`src/rtl/instruction_fetch_unit.sv`:
```
// Fetch stage: program counter, busy-wait instruction fetch, and next-PC selection.
// Optional macro IFU_BNE_EN adds a BNE input (branch-if-not-equal).
module instruction_fetch_unit #(
  parameter logic [31:0] RESET_PC = 32'h0000_0000
) (
  input  logic        CLK,
  input  logic        RESET,
  input  logic [31:0] IMEM_READDATA,
  input  logic        IMEM_BUSYWAIT,
  input  logic        DMEM_BUSYWAIT,
  input  logic [7:0]  OFFSET_8BIT,
  input  logic        JUMP,
  input  logic        BRANCH,
  input  logic        ZERO,
`ifdef IFU_BNE_EN
  input  logic        BNE,
`endif
  output logic        IMEM_READ,
  output logic [31:0] IMEM_ADDRESS,
  output logic [31:0] PC,
  output logic [31:0] INSTRUCTION,
  output logic        INSTR_VALID
);

  typedef enum logic {
    S_FETCH = 1'b0,
    S_EXEC  = 1'b1
  } state_t;

  state_t      r_state;
  state_t      w_state_next;
  logic [31:0] r_pc;
  logic [31:0] r_instruction;
  logic [31:0] w_seq;
  logic [31:0] w_offset;
  logic [31:0] w_target;
  logic [31:0] w_pc_next;
  logic        w_taken;

  // Offset counts words, so the sign-extended byte is shifted left by two;
  // the low PC bits therefore stay zero without any masking.
  assign w_seq    = r_pc + 32'd4;
  assign w_offset = {{22{OFFSET_8BIT[7]}}, OFFSET_8BIT, 2'b00};
  assign w_target = w_seq + w_offset;

`ifdef IFU_BNE_EN
  assign w_taken  = JUMP | (BRANCH & ZERO) | (BNE & ~ZERO);
`else
  assign w_taken  = JUMP | (BRANCH & ZERO);
`endif

  assign w_pc_next = w_taken ? w_target : w_seq;

  // NOTE: every variable assigned in always_comb gets a default first, so no latch is inferred.
  always_comb begin
    w_state_next = r_state;
    case (r_state)
      S_FETCH: if (!IMEM_BUSYWAIT) w_state_next = S_EXEC;
      S_EXEC:  if (!DMEM_BUSYWAIT) w_state_next = S_FETCH;
      default: w_state_next = S_FETCH;
    endcase
  end

  // NOTE: sequential state uses non-blocking assignments so all registers update together at the edge.
  always_ff @(posedge CLK) begin
    if (RESET) begin
      r_state       <= S_FETCH;
      r_pc          <= {RESET_PC[31:2], 2'b00};
      r_instruction <= 32'h0;
    end else begin
      r_state <= w_state_next;
      if (r_state == S_FETCH && !IMEM_BUSYWAIT)
        r_instruction <= IMEM_READDATA;
      if (r_state == S_EXEC && !DMEM_BUSYWAIT)
        r_pc <= w_pc_next;
    end
  end

  // Strobes come from state alone; RESET only forces the read request low so
  // a fetch in flight is abandoned immediately.
  assign IMEM_READ    = (r_state == S_FETCH) && !RESET;
  assign INSTR_VALID  = (r_state == S_EXEC);
  assign IMEM_ADDRESS = r_pc;
  assign PC           = r_pc;
  assign INSTRUCTION  = r_instruction;

endmodule

```
`config.mk`:
```
export PLATFORM = sky130hd
export DESIGN_NAME = instruction_fetch_unit
export DESIGN_NICKNAME = d
export VERILOG_FILES = /design/src/rtl/instruction_fetch_unit.sv
export SDC_FILE = /design/constraint.sdc
export NUM_CORES = 1
export LEC_CHECK = 0
export ABC_AREA = 1
export BUFFER_PORTS_ARGS = -buffer_cell sky130_fd_sc_hd__buf_2
export CAP_MARGIN = 0
export CORE_ASPECT_RATIO = 1.5
export CORE_UTILIZATION = 40
export DETAILED_ROUTE_END_ITERATION = 7
export PLACE_DENSITY_LB_ADDON = 0.25
export REMOVE_ABC_BUFFERS = 1
export SLEW_MARGIN = 20
export SYNTH_ARGS = -nofsm -noshare
export SYNTH_HDL_FRONTEND = slang
export SYNTH_SLANG_ARGS = --single-unit
```
`constraint.sdc`:
```
create_clock -name CLK -period 3.3 [get_ports CLK]
set_input_delay 0.165 -clock CLK [delete_from_list [all_inputs] [get_ports CLK]]
set_output_delay 0.165 -clock CLK [all_outputs]
set_load 0.01 [all_outputs]
```
Word-level counts from Yosys, hierarchy flattened --
Cells that the tools add are included.
Storage, ports and cells: register bits 65, bits in latches 0, bits in writable memories 0, memory bits (read-only) 0, input port bits 47, word-level logic and storage cells 18, memories kept 0
Operators by class: add/sub/neg operators 2, multiply operators 0, divide/modulo/power cells 0, order comparisons 0, equal/unequal tests 0, shift-type cells 0, multiplexer cells 4, bitwise logic cells 3, reduce and logical (&&, ||, !) cells 6
Operator list (count):
- $add A32 B3 Y32 const B | 1
- $add A32 B32 Y32 | 1
- $mux W32 | 1
- $logic_and A1 B1 Y1 | 3
- $logic_not A1 Y1 | 3
- $mux W1 | 2
- $pmux W1 S2 | 1
- $and A1 B1 Y1 | 1
- $not A1 Y1 | 1
- $or A1 B1 Y1 | 1

Longest topological paths before layout --
Gate-level depths: netlist of the first run.
word-level depth 3, gate-level depth with buffers 24, mapped depth without buffers 24

Worst setup path before layout of the first run --
OpenSTA, ideal clock, no wires.
path type reg-to-reg, from register r_pc[2] (netlist: IMEM_ADDRESS[2]), to register r_pc[24] (netlist: IMEM_ADDRESS[24]), setup time 70 ps, arrival time 2623 ps, data required time 3230 ps, path slack 607 ps, stages on the path, launching flop included 19, path through dfxtp_1 > ha_1 > inv_1 > nor2_4 > nand2_4 > nor2_1 > nand3_1 > xor2_1 > inv_1 > ha_1 > nand2_1 > inv_1 > a21oi_1 > inv_1 > a21oi_1 > nand3_1 > nand2_1 > nand3_1 > a21oi_1
On the way: longest elaborated chain between the ends 3
RTL lines:
- start: declaration | RTL line 32 | logic [31:0] r_pc;
- start signal: assignment | RTL line 68 | r_pc <= {RESET_PC[31:2], 2'b00};
- start signal: assignment | RTL line 75 | r_pc <= w_pc_next;
- $add A32 B3 Y32 (*) | RTL line 42 | assign w_seq = r_pc + 32'd4;
- $add A32 B32 Y32 | RTL line 44 | assign w_target = w_seq + w_offset;
- $mux W32 (*) | RTL line 52 | assign w_pc_next = w_taken ? w_target : w_seq;
Every way passes the cells marked *; elsewhere a longest branch is shown, timed or not. A chain may end at the register's enable or synchronous reset.

Worst setup path in the final report of the first run --
from register r_pc[12] (netlist: IMEM_ADDRESS[12]), to register r_pc[24] (netlist: IMEM_ADDRESS[24])
Same word-level chain as after synthesis.

==> impl_metrics.ini, run 1 <==
[run_status]
status = finished, final reports clean

[timing]
fmax_mhz = 318.5
fin_skew_ns = 0.01120
drv_slew = 0
setup_viol = 0
post-route-period-util = 0.9515
rsz0062_at_grt = yes
final_hold_viol_count = 0
slew_headroom = 0.2858
tightestPinTransition_ns = 1.065
fin_hold_ws_ns = 0.006225
period_needed_ns = 3.140

[grt]
grt_max_degree = 55
grt_util_all_layers = 0.2803
grt_overflow_total = 0
grt_pass1_wl_um = 31950
antenna_found_initial = 0
grt_pass1_vias = 6461

[detailed_routing]
met2_length_um = 9826
wl_um = 20710
route.met3.wl_um = 1017
wl_per_cell_um = 15.37
top_layer_used = met4
final_antenna_net_count = 0
drc = 0
wl_met1_um = 8191
vias_per_cell = 5.022
drt_iter0_drc = 350
firstDrtPassIters = 5
vias = 6764

[die]
die_x_um = 101.1
initial_utilization = 0.4078
core_area_um2 = 14460
rows = 54
ios = 145
fp.dieH_um = 150.7
die_area_um2 = 15240

[placement]
io_buffer_count = 140
dpl.hpwl_um = 16460
gp_congestion = 1.032
dpl_cell_area_um2 = 6729

[synth]
yosys-top-cells-area = dfxtp_1, nand2_1, nor2_1, inv_1, ha_1
synth-warning-count = 0
synthArstFlopShare = 0
synth_edf_count = 0
syn_area_um2 = 5897
ys_types = 38
syn_inst = 1019
synth_ff_type = dfxtp_1
ys_ff_latch = 63
synth_common_cells = nand2_1, nor2_1, inv_1, nand3_1, o21ai_0
ys_seq_area_frac = 0.2139
syn_avg_cell_area_um2 = 5.787
synth.most_common_cell = nand2_1
synth_top_area_cell = dfxtp_1
synth_top_area_frac = 0.2139

[layout]
diodes = 0
area_growth_pct = 20.90
nets = 1231
post-route-cell-area_um2 = 7129
drive_gt1_frac = 0.2094
final_util = 0.4931

[setup_path]
critPathMostFrequentCell = nand2_1
cp-end-kind = register
slowest_stage = dfxtp_1
worst_setup_path_start_kind = register
arrival_ns = 3.41
crit_chain = nand2_1 -> nor2_1 -> buf_4 -> nand2_2 -> nor2_4 -> xor2_1 -> ha_1 -> nand2_1 -> nor2_1 -> inv_1 -> o21bai_1 -> nand2_1 -> nand4_1 -> nand3_1 -> a21oi_2
critPathKind = register to register
crit_fanout = 6
cpPeakStageDelay_ns = 0.48
crit_required_ns = 3.57
rrSetupSlack_ns = 0.16

[clocking]
cts_tree = yes
cts_buffers = 9
htree_levels = 3
path_clk_slew_ns = 0.06
clock-sinks = 63
clk_path_buf_depth = 2
clk_latency_ns = 0.35
post-cts-setup-buffer-count = 0
cts-root-buf = clkbuf_16

[power]
irDropWorstVdd_uv = 401.2
p_per_area_nw_per_um2 = 388.8
leakage_nw = 4.023

[flow_run]
maxCapViolCount = 0

[hold_path]
worstHoldPathType = primary input to register
per-stage QoR:
step	total power, mW	setup slack [ns]	setup TNS (ns)	std cells
after global placement	1.607	0.04627	0	1331
after floorplan	1.321	0.5318	0	967
after detailed placement	1.611	-0.009859	-0.009859	1331
after CTS	2.760	0.04373	0	1347
final	2.772	0.1599	0	1347
after global routing	2.901	-0.02913	-0.07139	1347
final timing paths:
check,start,end,cells after the start
setup / recovery,IMEM_ADDRESS[12],IMEM_ADDRESS[24],15
hold / removal,IMEM_BUSYWAIT,INSTR_VALID,2
setup reg to reg,IMEM_ADDRESS[12],IMEM_ADDRESS[24],15
hold reg to reg,INSTRUCTION[6],INSTRUCTION[6],2
worst max-delay path, delay by kind of cell, from the launching register on:
family | cells | cell delay (ns)
buffers and inverters | 2 | 0.23
DFF | 1 | 0.48
AOI/OAI and AO/OA | 2 | 0.48
adders and majority gates | 1 | 0.26
and+or+nand+nor | 9 | 1.32
xor gates and xnor gates | 1 | 0.29
repair_timing:
action,in CTS,in global routing
hold endpoints to repair,0,0
resized for setup,1,16
endpoints found under the setup margin,1,11
hold buffers,0,0
kinds of logic after synthesis:
group	Yosys count	share of synthesized area
compound gates	133	0.1199
xor+xnor	17	0.02652
fa+ha+maj	38	0.08190
buf+inv	201	0.1509
flops	63	0.2139
other cells	1	0.0006359
simple gates	566	0.4063
registers in the layout, indices dropped and copies added, names as in the netlist:
name          count
INSTRUCTION      32
IMEM_ADDRESS     30
INSTR_VALID       1
placed cells by master, fill, tap and decap left out, types with 5 or more instances in the layout:
cell / synthesis / routed
a21oi_1: 41 / 38
a21oi_2: 2 / 5
a31oi_1: 10 / 10
buf_2: 0 / 140
buf_4: 34 / 28
clkbuf_16: 0 / 9
dfxtp_1: 63 / 59
ha_1: 37 / 36
inv_1: 144 / 142
nand2_1: 295 / 295
nand2_2: 8 / 8
nand3_1: 67 / 66
nand4_1: 10 / 10
nor2_1: 147 / 139
nor2_2: 4 / 12
nor3_1: 7 / 6
o21ai_0: 67 / 67
o21bai_1: 6 / 5
or2_2: 10 / 10
xnor2_1: 6 / 6
xor2_1: 10 / 10
where the power goes:
part	leakage [nW]	switching [mW]	internal [mW]
Sequential	0.521	0.0493	0.818
Combinational	3.33	0.472	0.272
Clock	0.169	0.397	0.763
Total	4.02	0.918	1.85
area by class of cell:
type,count,area [um^2]
repair buffers,168,910.9
well taps,196,245.2
fillers,1576,7330
inverters,146,548.0
multi-input cells,758,3805
flip-flops and latches,63,1266
clock inverters,6,115.1
clock buffers,10,239.0
per-layer routing:
layer,vias up,global-route usage
met5,-,0
met4,0,0.2188
met3,86,0.04689
met2,256,0.4806
met1,3004,0.3028
li1,3418,-
(Power assumes the default switching activity.)
==> run 2, diff against run 1 <==
SETUP_SLACK_MARGIN = 0.4   (was unset)
==> impl_metrics.ini, run 2 (synthesis results as in run 1) <==
[run_status]
status = finished, final reports clean

[setup_path]
crit_chain = ha_2 -> inv_1 -> nor2_4 -> nand2_4 -> buf_4 -> xnor2_2 -> ha_1 -> nand2_1 -> inv_1 -> a21oi_1 -> nand3_2 -> or2_2 -> nand3_1 -> a31oi_1
cpPeakStageDelay_ns = 0.37
reg2reg_depth = 14
slowest_stage = dfxtp_4
worst_setup_path_start_kind = register
crit_fanout = 5
critPathTopFamily = simple AND/OR/NAND/NOR gates
cp.depth = 14
cp-end-kind = register
arrival_ns = 3.10
critPathKind = register to register
critPathMostFrequentCell = inv_1
critical_path_buf_inv_count = 3
crit_required_ns = 3.51

[die]
die_x_um = 101.1
ios = 145
die_area_um2 = 15240
initial_utilization = 0.4078
fp.dieH_um = 150.7
core_area_um2 = 14460
rows = 54

[layout]
largest_reg_flops = 32
nets = 1249
drive_gt1_frac = 0.3037
diodes = 0
area_growth_pct = 32.04
post-route-cell-area_um2 = 7786
layout_common_cells = nand2_1, buf_2, inv_1, nor2_1, o21ai_0
n_fill_cell = 1487
final_util = 0.5385
layout_commonest_cell = nand2_1

[power]
leakage_nw = 4.239
power.switching_mw = 0.9629
p_per_area_nw_per_um2 = 367.4
pwr-share-clk = 0.405
finalPower_mw = 2.861
p_int_mw = 1.898
irDropWorstVdd_uv = 400.9
p_seq_frac = 0.304
power_frac_comb = 0.291
switching_share = 0.3366

[placement]
dpl_cell_area_um2 = 6729
dp_slack_ns = -0.009859
dpl.hpwl_um = 16460
io_buffer_count = 140
gp_congestion = 1.032

[grt]
grt_pass1_wl_um = 32310
grt_max_degree = 55
grt_overflow_total = 0
antenna_found_initial = 0
grt_util_all_layers = 0.2833
grt_pass1_vias = 6525

[clocking]
clock-sinks = 63
cts-root-buf = clkbuf_16
clk_latency_ns = 0.35
path_clk_slew_ns = 0.06
clk_path_buf_depth = 2
cts_tree = yes
htree_levels = 3
cts_hold_buf = 0
cts_buffers = 9

[flow_run]
maxCapViolCount = 0

[hold_path]
hold_depth = 2
worstHoldPathType = primary input to register

[timing]
post-route-period-util = 0.8736
tightestPinTransition_ns = 1.082
period_needed_ns = 2.883
fmax_mhz = 346.9
drv_slew = 0
final.setup.worst_slack_ns = 0.4170
rsz0062_at_grt = yes
fin_skew_ns = 0.01246
slew_headroom = 0.2744
final_hold_viol_count = 0
setup_viol = 0

[detailed_routing]
final_antenna_net_count = 0
wl_per_cell_um = 15.80
wl_um = 21560
firstDrtPassIters = 5
drc = 0
vias = 6987
drt_iter0_drc = 428
vias_per_cell = 5.119
[run 2: cell count changes in the layout (fill, tap and decap cells not counted), sizes merged]
cell / before / now
buf: 168 / 186
[run 2: worst paths after layout]
check	start	end	slack, ns
worst max-delay path	IMEM_ADDRESS[3]	IMEM_ADDRESS[12]	0.42
worst min-delay path	IMEM_BUSYWAIT	INSTR_VALID	0.003
worst max register to register	IMEM_ADDRESS[3]	IMEM_ADDRESS[12]	0.42
worst min register to register	INSTRUCTION[6]	INSTRUCTION[6]	0.50
[run 2: through the flow]
step	TNS, ns	hold slack (ns)	cells
floorplan	0	0.2550	967
global placement	0	0.3585	1331
detailed placement	-0.009859	0.3673	1331
CTS	0	0.007271	1353
global route	0	0.007002	1365
finish	0	0.002668	1365
[run 2: metal layers]
layer	track usage	share of wire	up-vias
li1	-	-	3458
met1	0.3066	0.38	3133
met2	0.4990	0.49	311
met3	0.04457	0.058	85
met4	0.1964	0.071	0
met5	0	0	-
[run 2: power by group through the flow]
stage	registers (mW)	logic [mW]	clock network (mW)
after floorplan	0.919	0.402	0
after global placement	0.880	0.727	0
after detailed placement	0.880	0.730	0
after CTS	0.867	0.761	1.16
after global routing	0.878	0.920	1.19
final	0.870	0.832	1.16
[run 2: final cells by class]
class	instances	area [um^2]	share of cell area
flip-flops and latches	63	1295	0.1663
well taps	196	245.2	0.03150
multi-input cells	758	4287	0.5505
clock buffers	10	239.0	0.03069
inverters	146	548.0	0.07038
clock inverters	6	115.1	0.01478
repair buffers	186	1057	0.1358
[run 2: repair_timing]
item                                    in CTS  in global routing
buffers inserted                             6                 12
gates cloned                                 0                  0
endpoints found under the setup margin      17                 21
pin swaps                                    9                 22
gates resized for setup                     43                100
[run 2: worst reg2reg max path, stage by stage (launching register included)]
cell and delay (ns):
dfxtp_4 0.37, ha_2 0.19, inv_1 0.07, nor2_4 0.12
nand2_4 0.09, buf_4 0.16, xnor2_2 0.13, ha_1 0.37
nand2_1 0.13, inv_1 0.05, a21oi_1 0.31, nand3_2 0.26
or2_2 0.34, nand3_1 0.07, a31oi_1 0.11
